===== config.mk =====
export PLATFORM = sky130hd
export DESIGN_NAME = memstage_flat
export DESIGN_NICKNAME = d
export VERILOG_FILES = /design/src/rtl/memstage_pkg.sv /design/src/rtl/memstage_if.sv /design/src/rtl/memstage_bus_lane.sv /design/src/rtl/memstage.sv /design/src/flat_wrapper.sv
export SDC_FILE = /design/constraint.sdc
export NUM_CORES = 1
export LEC_CHECK = 0
export CAP_MARGIN = 40
export CORE_AREA = 2 2 156 158
export DETAILED_ROUTE_END_ITERATION = 8
export DIE_AREA = 0 0 158 160
export HOLD_SLACK_MARGIN = 0.06
export PLACE_DENSITY = 0.72
export SYNTH_ARGS = -nofsm -noshare
export SYNTH_HDL_FRONTEND = slang
export SYNTH_HIERARCHICAL = 1
export SYNTH_SLANG_ARGS = --single-unit

===== constraint.sdc =====
create_clock -name clk_i -period 8.7 [get_ports clk_i]
set_input_delay 1.74 -clock clk_i [delete_from_list [all_inputs] [get_ports clk_i]]
set_output_delay 1.74 -clock clk_i [all_outputs]
set_load 0.01 [all_outputs]

===== src/rtl/memstage_pkg.sv =====
`default_nettype none
// ---------------------------------------------------------------------------
// | Module   : memstage_pkg                                                 |
// | Purpose  : Shared types and constants for the bexkat1 memory stage:      |
// |            instruction type codes, access-size and FSM state enums.      |
// | Revision : 1.0 - initial release                                        |
// ---------------------------------------------------------------------------
package memstage_pkg;

   // Instruction type lives in ir[31:28]; access size in ir[25:24].
   localparam logic [3:0] T_LOAD  = 4'h7;
   localparam logic [3:0] T_STORE = 4'h8;

   typedef enum logic [1:0] {
      MS_WORD = 2'b00,
      MS_HALF = 2'b01,
      MS_BYTE = 2'b10
   } memsize_t;

   typedef enum logic [0:0] {
      MS_IDLE = 1'b0,
      MS_BUS  = 1'b1
   } memstate_t;

   // The reserved size code 2'b11 behaves as a word access.
   function automatic memsize_t decode_size(input logic [1:0] f);
      case (f)
         2'b01:   return MS_HALF;
         2'b10:   return MS_BYTE;
         default: return MS_WORD;
      endcase
   endfunction

endpackage
`default_nettype wire


===== src/rtl/memstage_if.sv =====
`default_nettype none
// ---------------------------------------------------------------------------
// | Module   : memstage_if                                                  |
// | Purpose  : 32-bit big-endian master bus between the memory stage and   |
// |            the memory system. cyc/stb/we/sel/adr/dat_w map to the        |
// |            bus_*_o signals, dat_r/ack to bus_dat_i/bus_ack_i.            |
// | Revision : 1.0 - initial release                                        |
// ---------------------------------------------------------------------------
interface memstage_if #(
   parameter int AW = 32
);
   logic          cyc;
   logic          stb;
   logic          we;
   logic [3:0]    sel;
   logic [AW-1:0] adr;
   logic [31:0]   dat_w;
   logic [31:0]   dat_r;
   logic          ack;

   modport master (
      output cyc, stb, we, sel, adr, dat_w,
      input  dat_r, ack
   );

   modport slave (
      input  cyc, stb, we, sel, adr, dat_w,
      output dat_r, ack
   );
endinterface
`default_nettype wire


===== src/rtl/memstage_bus_lane.sv =====
`default_nettype none
// ---------------------------------------------------------------------------
// | Module   : memstage_bus_lane                                            |
// | Purpose  : Combinational big-endian lane logic: byte-select generation, |
// |            store-data replication and zero-extended load extraction.    |
// |            Lane [3] / bits [31:24] hold the lowest byte address.        |
// | Revision : 1.0 - initial release                                        |
// ---------------------------------------------------------------------------
module memstage_bus_lane
   import memstage_pkg::*;
(
   input  memsize_t    i_size,
   input  logic [1:0]  i_adr,
   input  logic [31:0] i_wdata,
   input  logic [31:0] i_rdata,
   output logic [3:0]  o_sel,
   output logic [31:0] o_wdata,
   output logic [31:0] o_rdata
);

   // Decode lanes, replicate write data and pick read data by size/offset.
   always_comb begin
      o_sel   = 4'b1111;
      o_wdata = i_wdata;
      o_rdata = i_rdata;
      case (i_size)
         MS_HALF: begin
            o_sel   = i_adr[1] ? 4'b0011 : 4'b1100;
            o_wdata = {2{i_wdata[15:0]}};
            o_rdata = {16'h0000, (i_adr[1] ? i_rdata[15:0] : i_rdata[31:16])};
         end
         MS_BYTE: begin
            o_sel   = 4'b1000 >> i_adr;
            o_wdata = {4{i_wdata[7:0]}};
            case (i_adr)
               2'd0:    o_rdata = {24'h000000, i_rdata[31:24]};
               2'd1:    o_rdata = {24'h000000, i_rdata[23:16]};
               2'd2:    o_rdata = {24'h000000, i_rdata[15:8]};
               default: o_rdata = {24'h000000, i_rdata[7:0]};
            endcase
         end
         default: begin
            o_sel   = 4'b1111;
            o_wdata = i_wdata;
            o_rdata = i_rdata;
         end
      endcase
   end

endmodule
`default_nettype wire


===== src/rtl/memstage.sv =====
`default_nettype none
// ---------------------------------------------------------------------------
// | Module   : memstage                                                     |
// | Purpose  : bexkat1 memory-access pipeline stage. Loads and stores run a |
// |            bus cycle and stall the pipe until ack; every other          |
// |            instruction passes through one register stage.               |
// | Config   : MEMSTAGE_ALIGN_TRAP_EN - misaligned word/half accesses raise |
// |            exc_o instead of being address-masked.                       |
// | Revision : 1.0 - initial release                                        |
// ---------------------------------------------------------------------------
module memstage
   import memstage_pkg::*;
#(
   parameter int AW = 32
) (
   input  logic        clk_i,
   input  logic        rst_i,
   input  logic [63:0] ir_i,
   input  logic [31:0] pc_i,
   input  logic [31:0] result_i,
   input  logic [31:0] reg_data1_i,
   input  logic [1:0]  reg_write_i,
   input  logic [2:0]  ccr_i,
   output logic        stall_o,
   output logic [63:0] ir_o,
   output logic [31:0] pc_o,
   output logic [31:0] result_o,
   output logic [1:0]  reg_write_o,
   output logic [2:0]  ccr_o,
   output logic        exc_o,
   memstage_if.master  bus
);

   logic [3:0]    w_type;
   logic          w_is_load;
   logic          w_is_store;
   logic          w_is_mem;
   logic          w_trap;
   logic          w_start;
   memsize_t      w_size;
   logic [1:0]    w_lo;
   logic [AW-1:0] w_adr;
   logic [3:0]    w_sel;
   logic [31:0]   w_wdata;
   logic [31:0]   w_rdata;

   memstate_t     r_state;
   memstate_t     w_next;
   logic          w_stall;

   logic          r_cyc;
   logic          r_we;
   logic [3:0]    r_sel;
   logic [AW-1:0] r_adr;
   logic [31:0]   r_dat;

   logic [63:0]   r_ir;
   logic [31:0]   r_pc;
   logic [31:0]   r_result;
   logic [1:0]    r_reg_write;
   logic [2:0]    r_ccr;

   assign w_type     = ir_i[31:28];
   assign w_is_load  = (w_type == T_LOAD);
   assign w_is_store = (w_type == T_STORE);
   assign w_is_mem   = w_is_load | w_is_store;
   assign w_size     = decode_size(ir_i[25:24]);

   // Force the low address bits to the natural alignment of the access size.
   always_comb begin
      w_lo = result_i[1:0];
      case (w_size)
         MS_WORD: w_lo = 2'b00;
         MS_HALF: w_lo = {result_i[1], 1'b0};
         default: w_lo = result_i[1:0];
      endcase
      w_adr = {result_i[AW-1:2], w_lo};
   end

`ifdef MEMSTAGE_ALIGN_TRAP_EN
   assign w_trap = w_is_mem &
                   (((w_size == MS_WORD) && (result_i[1:0] != 2'b00)) ||
                    ((w_size == MS_HALF) && result_i[0]));
`else
   assign w_trap = 1'b0;
`endif

   assign w_start = w_is_mem & ~w_trap;

   // Inputs are held stable while stalled, so one lane decoder serves both
   // the bus-cycle launch and the load-data extraction at ack.
   memstage_bus_lane u_lane (
      .i_size  (w_size),
      .i_adr   (w_lo),
      .i_wdata (reg_data1_i),
      .i_rdata (bus.dat_r),
      .o_sel   (w_sel),
      .o_wdata (w_wdata),
      .o_rdata (w_rdata)
   );

   // FSM state register.
   always_ff @(posedge clk_i or posedge rst_i) begin
      if (rst_i) r_state <= MS_IDLE;
      else       r_state <= w_next;
   end

   // Next-state and stall; stall drops in the ack cycle so upstream advances.
   always_comb begin
      w_next  = r_state;
      w_stall = 1'b0;
      case (r_state)
         MS_IDLE: begin
            if (w_start) begin
               w_next  = MS_BUS;
               w_stall = 1'b1;
            end
         end
         MS_BUS: begin
            if (bus.ack) w_next  = MS_IDLE;
            else         w_stall = 1'b1;
         end
         default: w_next = MS_IDLE;
      endcase
   end

   // Bus master registers: launched from IDLE, held until ack.
   always_ff @(posedge clk_i or posedge rst_i) begin
      if (rst_i) begin
         r_cyc <= 1'b0;
         r_we  <= 1'b0;
         r_sel <= 4'h0;
         r_adr <= '0;
         r_dat <= 32'h0;
      end else begin
         case (r_state)
            MS_IDLE: begin
               if (w_start) begin
                  r_cyc <= 1'b1;
                  r_we  <= w_is_store;
                  r_sel <= w_sel;
                  r_adr <= w_adr;
                  r_dat <= w_wdata;
               end
            end
            MS_BUS: begin
               if (bus.ack) begin
                  r_cyc <= 1'b0;
                  r_we  <= 1'b0;
                  r_sel <= 4'h0;
                  r_adr <= '0;
                  r_dat <= 32'h0;
               end
            end
            default: r_cyc <= 1'b0;
         endcase
      end
   end

   // Writeback-facing pipeline register: pass-through, bubble while stalled,
   // or the completed memory op on the ack edge.
   always_ff @(posedge clk_i or posedge rst_i) begin
      if (rst_i) begin
         r_ir        <= 64'h0;
         r_pc        <= 32'h0;
         r_result    <= 32'h0;
         r_reg_write <= 2'b00;
         r_ccr       <= 3'b000;
      end else begin
         case (r_state)
            MS_IDLE: begin
               if (w_start) begin
                  r_ir        <= 64'h0;
                  r_reg_write <= 2'b00;
               end else begin
                  r_ir        <= ir_i;
                  r_pc        <= pc_i;
                  r_result    <= result_i;
                  r_reg_write <= w_is_mem ? 2'b00 : reg_write_i;
                  r_ccr       <= ccr_i;
               end
            end
            MS_BUS: begin
               if (bus.ack) begin
                  r_ir        <= ir_i;
                  r_pc        <= pc_i;
                  r_ccr       <= ccr_i;
                  r_result    <= w_is_load ? w_rdata : result_i;
                  r_reg_write <= w_is_load ? 2'b11 : 2'b00;
               end else begin
                  r_ir        <= 64'h0;
                  r_reg_write <= 2'b00;
               end
            end
            default: begin
               r_ir        <= 64'h0;
               r_reg_write <= 2'b00;
            end
         endcase
      end
   end

`ifdef MEMSTAGE_ALIGN_TRAP_EN
   logic r_exc;

   // One-cycle exception flag for a misaligned access accepted in IDLE.
   always_ff @(posedge clk_i or posedge rst_i) begin
      if (rst_i) r_exc <= 1'b0;
      else       r_exc <= (r_state == MS_IDLE) & w_trap;
   end

   assign exc_o = r_exc;
`else
   assign exc_o = 1'b0;
`endif

   assign stall_o     = w_stall;
   assign ir_o        = r_ir;
   assign pc_o        = r_pc;
   assign result_o    = r_result;
   assign reg_write_o = r_reg_write;
   assign ccr_o       = r_ccr;

   assign bus.cyc     = r_cyc;
   assign bus.stb     = r_cyc;
   assign bus.we      = r_we;
   assign bus.sel     = r_sel;
   assign bus.adr     = r_adr;
   assign bus.dat_w   = r_dat;

endmodule
`default_nettype wire


===== src/flat_wrapper.sv =====
// flat-port wrapper written by rule: the top's interface ports become plain ports
module memstage_flat import memstage_pkg::*;
#(
   parameter int AW = 32
)
  (clk_i, rst_i, ir_i, pc_i, result_i, reg_data1_i, reg_write_i, ccr_i, stall_o, ir_o, pc_o, result_o, reg_write_o, ccr_o, exc_o, bus_cyc, bus_stb, bus_we, bus_sel, bus_adr, bus_dat_w, bus_dat_r, bus_ack);
  memstage_if #(.AW(AW)) bus_i ();
  input  logic clk_i;
  input  logic rst_i;
  input  logic [63:0] ir_i;
  input  logic [31:0] pc_i;
  input  logic [31:0] result_i;
  input  logic [31:0] reg_data1_i;
  input  logic [1:0] reg_write_i;
  input  logic [2:0] ccr_i;
  output logic stall_o;
  output logic [63:0] ir_o;
  output logic [31:0] pc_o;
  output logic [31:0] result_o;
  output logic [1:0] reg_write_o;
  output logic [2:0] ccr_o;
  output logic exc_o;
  output wire logic [$bits(bus_i.cyc)-1:0] bus_cyc;
  output wire logic [$bits(bus_i.stb)-1:0] bus_stb;
  output wire logic [$bits(bus_i.we)-1:0] bus_we;
  output wire logic [$bits(bus_i.sel)-1:0] bus_sel;
  output wire logic [$bits(bus_i.adr)-1:0] bus_adr;
  output wire logic [$bits(bus_i.dat_w)-1:0] bus_dat_w;
  input wire logic [$bits(bus_i.dat_r)-1:0] bus_dat_r;
  input wire logic [$bits(bus_i.ack)-1:0] bus_ack;
  assign bus_cyc = bus_i.cyc;
  assign bus_stb = bus_i.stb;
  assign bus_we = bus_i.we;
  assign bus_sel = bus_i.sel;
  assign bus_adr = bus_i.adr;
  assign bus_dat_w = bus_i.dat_w;
  assign bus_i.dat_r = bus_dat_r;
  assign bus_i.ack = bus_ack;
  memstage #(.AW(AW)) u_core (.clk_i(clk_i), .rst_i(rst_i), .ir_i(ir_i), .pc_i(pc_i), .result_i(result_i), .reg_data1_i(reg_data1_i), .reg_write_i(reg_write_i), .ccr_i(ccr_i), .stall_o(stall_o), .ir_o(ir_o), .pc_o(pc_o), .result_o(result_o), .reg_write_o(reg_write_o), .ccr_o(ccr_o), .exc_o(exc_o), .bus(bus_i));
endmodule

==> impl_metrics.py, run 1 <==
metrics = {
    "run_status": {
        "outcome": "finished clean",
    },
    "cts": {
        "cts_root_buf": "clkbuf_16",
        "cts_tree": "yes",
        "insertion_delay_ps": 510,
        "clkSlewWorstSetupHoldPaths_ps": 60,
        "cts_buffers": 22,
        "postCtsResizedCells": 0,
        "cts_setup_buffers": 0,
        "htree_num_levels": 1,
        "clockBufferDepth": 3,
        "clock-sinks": 204,
        "ctsHoldBuffers": 0,
    },
    "sta": {
        "post-route-period-util_pct": 63.7,
        "fin_crit_ps": 5540,
        "maxSlewViolCount": 0,
        "rsz0062_at_grt": "false",
        "hold_violations": 0,
        "worst_slew_pin_slew_ps": 851,
        "slew_headroom_pct": 43.3,
        "fmax_mhz": 180,
        "setup_viol": 0,
        "skew_ps": 13.3,
        "setup_tns_ps": 0,
    },
    "routing": {
        "viasPerCell": 5.04,
        "wl_per_cell_um": 21.2,
        "drtAntennaViolNets": 0,
        "dr.pass1.iters": 5,
        "drt-total-wl_um": 28900,
        "drc": 0,
        "vias": 6873,
        "drt_iter0_markers": 432,
    },
    "floorplan": {
        "die_h_um": 160,
        "initial_core_util_pct": 35.5,
        "rows": 57,
        "core_area_um2": 23800,
        "boundaryPins": 406,
        "dieArea_um2": 25300,
        "die_w_um": 158,
    },
    "synth": {
        "synth-adder-area-share_pct": 0.296,
        "ys_types": 41,
        "syn_area_um2": 8450,
        "synth-seq-area-share_pct": 60.4,
        "synthCells": 651,
        "avgSynthCellArea_um2": 13.0,
        "async_reset_ff_share_pct": 100,
        "ys.flop_type": "dfrtp_1",
        "synth_top_family_by_area": "compound AO/OA/AOI/OAI gates",
        "synth_enable_flop_cells": 0,
        "ys_ff_latch": 204,
        "synthMuxAreaShare_pct": 5.61,
        "yosys.area.top_type": "dfrtp_1",
        "synth-xor-area-share_pct": 0,
        "synth.area.top_cells": "dfrtp_1 60%, a22o_1 9.5%, and2_1 6.0%, mux2_2 4.7%, o221a_2 4.0%",
        "synth_fp_nets": 853,
        "yosysWarningCount": 6,
        "yosys.area_share.simple_pct": 11.2,
        "netlist.area_leader.share_pct": 60.4,
        "synth_compound_area_share_pct": 18.2,
    },
    "global_route": {
        "grt_antenna_before_repair": 4,
        "grt.total_usage_pct": 22.2,
        "grt_max_degree": 76,
        "overflow": 0,
        "grt_pass1_wl_um": 43000,
        "grt_pass1_vias": 6937,
    },
    "hold_path": {
        "hold_class": "register to register",
    },
    "run": {
        "cap_violations": 0,
    },
    "final_layout": {
        "drive_gt1_share_pct": 11.7,
        "syn_to_final_growth_pct": 59.0,
        "layoutNonFillerInstCount": 1365,
        "finalNetCount": 1230,
    },
    "power_and_ir_drop": {
        "power_mw": 3.68,
        "vdd_ir_drop_max_mv": 0.171,
        "power_leakage_nw": 5.61,
        "power_density_nw_per_um2": 274,
    },
    "critical_path": {
        "worstSetupEndpointType": "output port",
        "cp_data_required_time_ps": 6960,
        "critical_path_arrival_ps": 3800,
        "crit_type": "input pin to output port",
        "crit_path_start_kind": "input pin",
        "crit_fanout": 5,
    },
    "place": {
        "globalplace.congestion": 0.767,
        "place_inst": 1328,
        "numPortBuffers": 404,
        "place.detailed.hpwl_um": 20900,
    },
}
[cells in the final DEF (no fill, tap or decap), types with 2 or more instances in the layout]
cell type and n:
o2bb2ai_1 3, and2_1 81, mux2_2 35, a221o_1 8
o221a_2 30, clkdlybuf4s50_1 404, a22o_1 92, clkinv_2 3
clkbuf_1 5, nor2b_1 3, inv_1 5, o31ai_4 2
buf_16 2, buf_4 9, mux2i_1 8, o221a_1 2
clkbuf_8 5, dfrtp_1 204, o21bai_1 3, or3_1 32
clkbuf_16 22, nor2_1 9, nand2_1 25, or2_2 2
o21ai_0 16, a22oi_1 8
[sequential cells by signal (all words and copies together) (netlist names)]
register            cells
u_core/ir_o            64
u_core/bus.adr         32
u_core/bus.dat_w       32
u_core/pc_o            32
u_core/result_o        32
u_core/bus.sel          4
u_core/ccr_o            3
u_core/reg_write_o      2
u_core/bus.cyc          1
u_core/bus.we           1
u_core/r_state          1
[worst max-delay path, cell delays in order]
cell	delay (ps)
clkdlybuf4s50_1	490
nor4b_2	650
o31ai_4	130
inv_1	110
clkdlybuf4s50_1	670
[where the power goes]
group          internal [mW]  total [mW]  switching, mW
combinational          0.814        1.44          0.628
clock                  0.506       0.877          0.372
sequential              1.22        1.36          0.137
[metrics by stage]
step | hold WS [ps] | setup slack [ps] | area [µm²] | util (%)
final | 497 | 3160 | 13400 | 56.4
after global routing | 512 | 3070 | 13400 | 56.4
after CTS | 501 | 3170 | 13400 | 56.4
after detailed placement | 483 | 3190 | 12800 | 53.5
after global placement | 483 | 3180 | 12700 | 53.2
after floorplan | 522 | 1390 | 8450 | -
[layout make-up]
type                    count  area [µm²]
flip-flops and latches    204        5100
inverters                   6        30.0
repair buffers            417        4200
multi-input cells         377        3010
clock inverters             4        31.3
well taps                 324         405
diodes                      1        2.50
clock buffers              32         638
fillers                  2053       10400
[synth_stat cells, types with 2 or more instances]
cell type / instances
a22oi_1: 8
o2bb2ai_1: 3
o21bai_1: 3
dfrtp_1: 204
mux2i_1: 8
mux2_2: 35
o221a_1: 2
or3_1: 32
buf_2: 28
inv_1: 6
o221a_2: 30
or2_2: 2
a221o_1: 8
nand2_1: 25
buf_6: 2
nor2b_1: 3
and2_1: 81
buf_4: 12
o31ai_2: 2
ha_1: 2
nor2_1: 9
a22o_1: 92
clkbuf_1: 21
o21ai_0: 16
[cell families after synthesis]
logic type	Yosys count
compound gates	171
fa+ha+maj	2
buf+inv	70
flops	204
mux	43
other cells	1
simple gates	160
[worst paths after layout]
path                                      start                   end  slack, ps  cells past startpoint
hold / removal             u_core/bus.dat_w[31]  u_core/bus.dat_w[31]        500                      1
hold reg to reg            u_core/bus.dat_w[31]  u_core/bus.dat_w[31]        500                      1
max in group asynchronous                 rst_i    u_core/bus.adr[25]       6050                      4
setup reg to reg                 u_core/r_state       u_core/ccr_o[2]       5720                      6
setup / recovery                       ir_i[28]               stall_o       3160                      5
min in group asynchronous                 rst_i       u_core/ir_o[41]       1670                      2
[routing by layer]
layer | vias to the layer above | GRT usage [%] | routed length, µm
li1 | 3135 | - | -
met3 | 35 | 6.49 | 2860
met2 | 320 | 36.9 | 14000
met1 | 3383 | 28.3 | 11400
met5 | - | 0 | 0
met4 | 0 | 6.02 | 628
Note: power is estimated with default switching activity, not from simulation.
==> run 2: changes to the inputs <==
--- a/config.mk
+++ b/config.mk
@@ -6,9 +6,9 @@
 export NUM_CORES = 1
 export LEC_CHECK = 0
 export CAP_MARGIN = 40
-export CORE_AREA = 2 2 156 158
+export CORE_AREA = 2 2 159 161
 export DETAILED_ROUTE_END_ITERATION = 8
-export DIE_AREA = 0 0 158 160
+export DIE_AREA = 0 0 161 163
 export HOLD_SLACK_MARGIN = 0.06
 export PLACE_DENSITY = 0.72
 export SYNTH_ARGS = -nofsm -noshare
==> constraint.sdc (replaced) <==
create_clock -name clk_i -period 5 [get_ports clk_i]
set_input_delay 1 -clock clk_i [delete_from_list [all_inputs] [get_ports clk_i]]
set_output_delay 1 -clock clk_i [all_outputs]
set_load 0.01 [all_outputs]
==> run 2 against run 1 <==
Via count rose by 0.67%; non-clock buffer count did not move; sequential share of layout area shrank 0.33 points; largest power group unchanged; critical path depth unchanged.
==> impl_metrics.py, run 2 (same netlist as run 1, synthesis figures left out) <==
metrics = {
    "run_status": {
        "outcome": "finished clean",
    },
    "critical_path": {
        "crit_fanout": 5,
        "critical_path_arrival_ps": 3100,
        "rrSetupSlack_ps": 2260,
        "crit_type": "input pin to output port",
        "crit_path_start_kind": "input pin",
        "worstSetupEndpointType": "output port",
        "cp_data_required_time_ps": 4000,
    },
    "cts": {
        "insertion_delay_ps": 530,
        "htree_num_levels": 1,
        "clkSlewWorstSetupHoldPaths_ps": 60,
        "cts_root_buf": "clkbuf_16",
        "ctsHoldBuffers": 0,
        "cts_tree": "yes",
        "cts_buffers": 23,
        "cts_setup_buffers": 0,
        "postCtsResizedCells": 0,
        "clockBufferDepth": 3,
        "clock-sinks": 204,
    },
    "sta": {
        "fin_ws_ps": 899,
        "hold_violations": 0,
        "skew_ps": 18.7,
        "setup_tns_ps": 0,
        "setup_viol": 0,
        "rsz0062_at_grt": "false",
        "worst_slew_pin_slew_ps": 915,
        "fmax_mhz": 244,
        "post-route-period-util_pct": 82.0,
        "fin_crit_ps": 4100,
        "maxSlewViolCount": 0,
        "whs_ps": 496,
        "slew_headroom_pct": 39.0,
    },
    "routing": {
        "drt-total-wl_um": 29800,
        "drt_iter0_markers": 441,
        "drtAntennaViolNets": 0,
        "vias": 6919,
        "viasPerCell": 5.04,
        "dr.pass1.iters": 4,
        "wl_per_cell_um": 21.7,
        "drc": 0,
    },
    "place": {
        "placed_cell_area_um2": 12700,
        "place_inst": 1334,
        "place_ws_ps": 885,
        "place.detailed.hpwl_um": 21900,
        "numPortBuffers": 404,
        "globalplace.congestion": 0.812,
    },
    "power_and_ir_drop": {
        "power_mw": 6.68,
        "power_leakage_nw": 5.65,
        "power_density_nw_per_um2": 493,
        "vdd_ir_drop_max_mv": 0.294,
    },
    "final_layout": {
        "fill_cells": 2097,
        "layoutNonFillerInstCount": 1372,
        "mostFrequentLayoutCell": "clkdlybuf4s50_1",
        "layout_common_cells": "404 x clkdlybuf4s50_1, 204 x dfrtp_1, 92 x a22o_1",
        "final_cell_area_um2": 13500,
        "diodes": 0,
        "postLayoutCoreUtil_pct": 54.9,
        "drive_gt1_share_pct": 11.9,
        "syn_to_final_growth_pct": 60.3,
        "largest_register_ffs": 64,
        "finalNetCount": 1231,
    },
    "global_route": {
        "grt_antenna_before_repair": 1,
        "grt_max_degree": 90,
        "grt.total_usage_pct": 22.0,
        "overflow": 0,
        "grt_pass1_vias": 7026,
        "grt_pass1_wl_um": 43900,
    },
    "floorplan": {
        "rows": 58,
        "initial_core_util_pct": 34.2,
        "die_w_um": 161,
        "boundaryPins": 406,
        "die_h_um": 163,
        "core_area_um2": 24700,
        "dieArea_um2": 26200,
    },
    "hold_path": {
        "hold_class": "register to register",
    },
    "run": {
        "cap_violations": 0,
    },
}
==> run 2: layer usage <==
metal,track usage (%),vias to the layer above,share of wire (%)
li1,-,3128,-
met5,0,-,0
met1,26.3,3425,38
met4,4.83,0,1.7
met3,8.15,33,10
met2,37.8,333,50
==> run 2: worst paths after layout <==
path | start | endpoint | cells after the start
min in group asynchronous | rst_i | u_core/ir_o[35] | 3
worst min register to register | u_core/bus.adr[10] | u_core/bus.adr[10] | 1
worst max-delay path | ir_i[28] | stall_o | 5
worst min-delay path | u_core/bus.adr[10] | u_core/bus.adr[10] | 1
worst max register to register | u_core/r_state | u_core/pc_o[29] | 5
max in group asynchronous | rst_i | u_core/pc_o[5] | 3
==> run 2: critical path: stages <==
cell,delay (ps)
clkdlybuf4s50_1,470
nor4b_2,680
o31ai_4,120
inv_1,100
clkdlybuf4s50_1,710
==> run 2: power breakdown <==
part / total [mW] / leakage (nW) / switching, mW / internal [mW]
Sequential: 2.38 / 2.57 / 0.256 / 2.13
Combinational: 2.51 / 2.70 / 1.09 / 1.42
Clock: 1.79 / 0.388 / 0.679 / 1.11
==> run 2: area by class of cell <==
type,instances,area (µm²),area share [%]
sequential,204,5100,37.7
clock inverter,6,145,1.07
multi-input combinational,377,3010,22.2
inverter,6,26.3,0.194
timing repair buffer,417,4190,31.0
tap,330,413,3.05
clock buffer,32,649,4.80
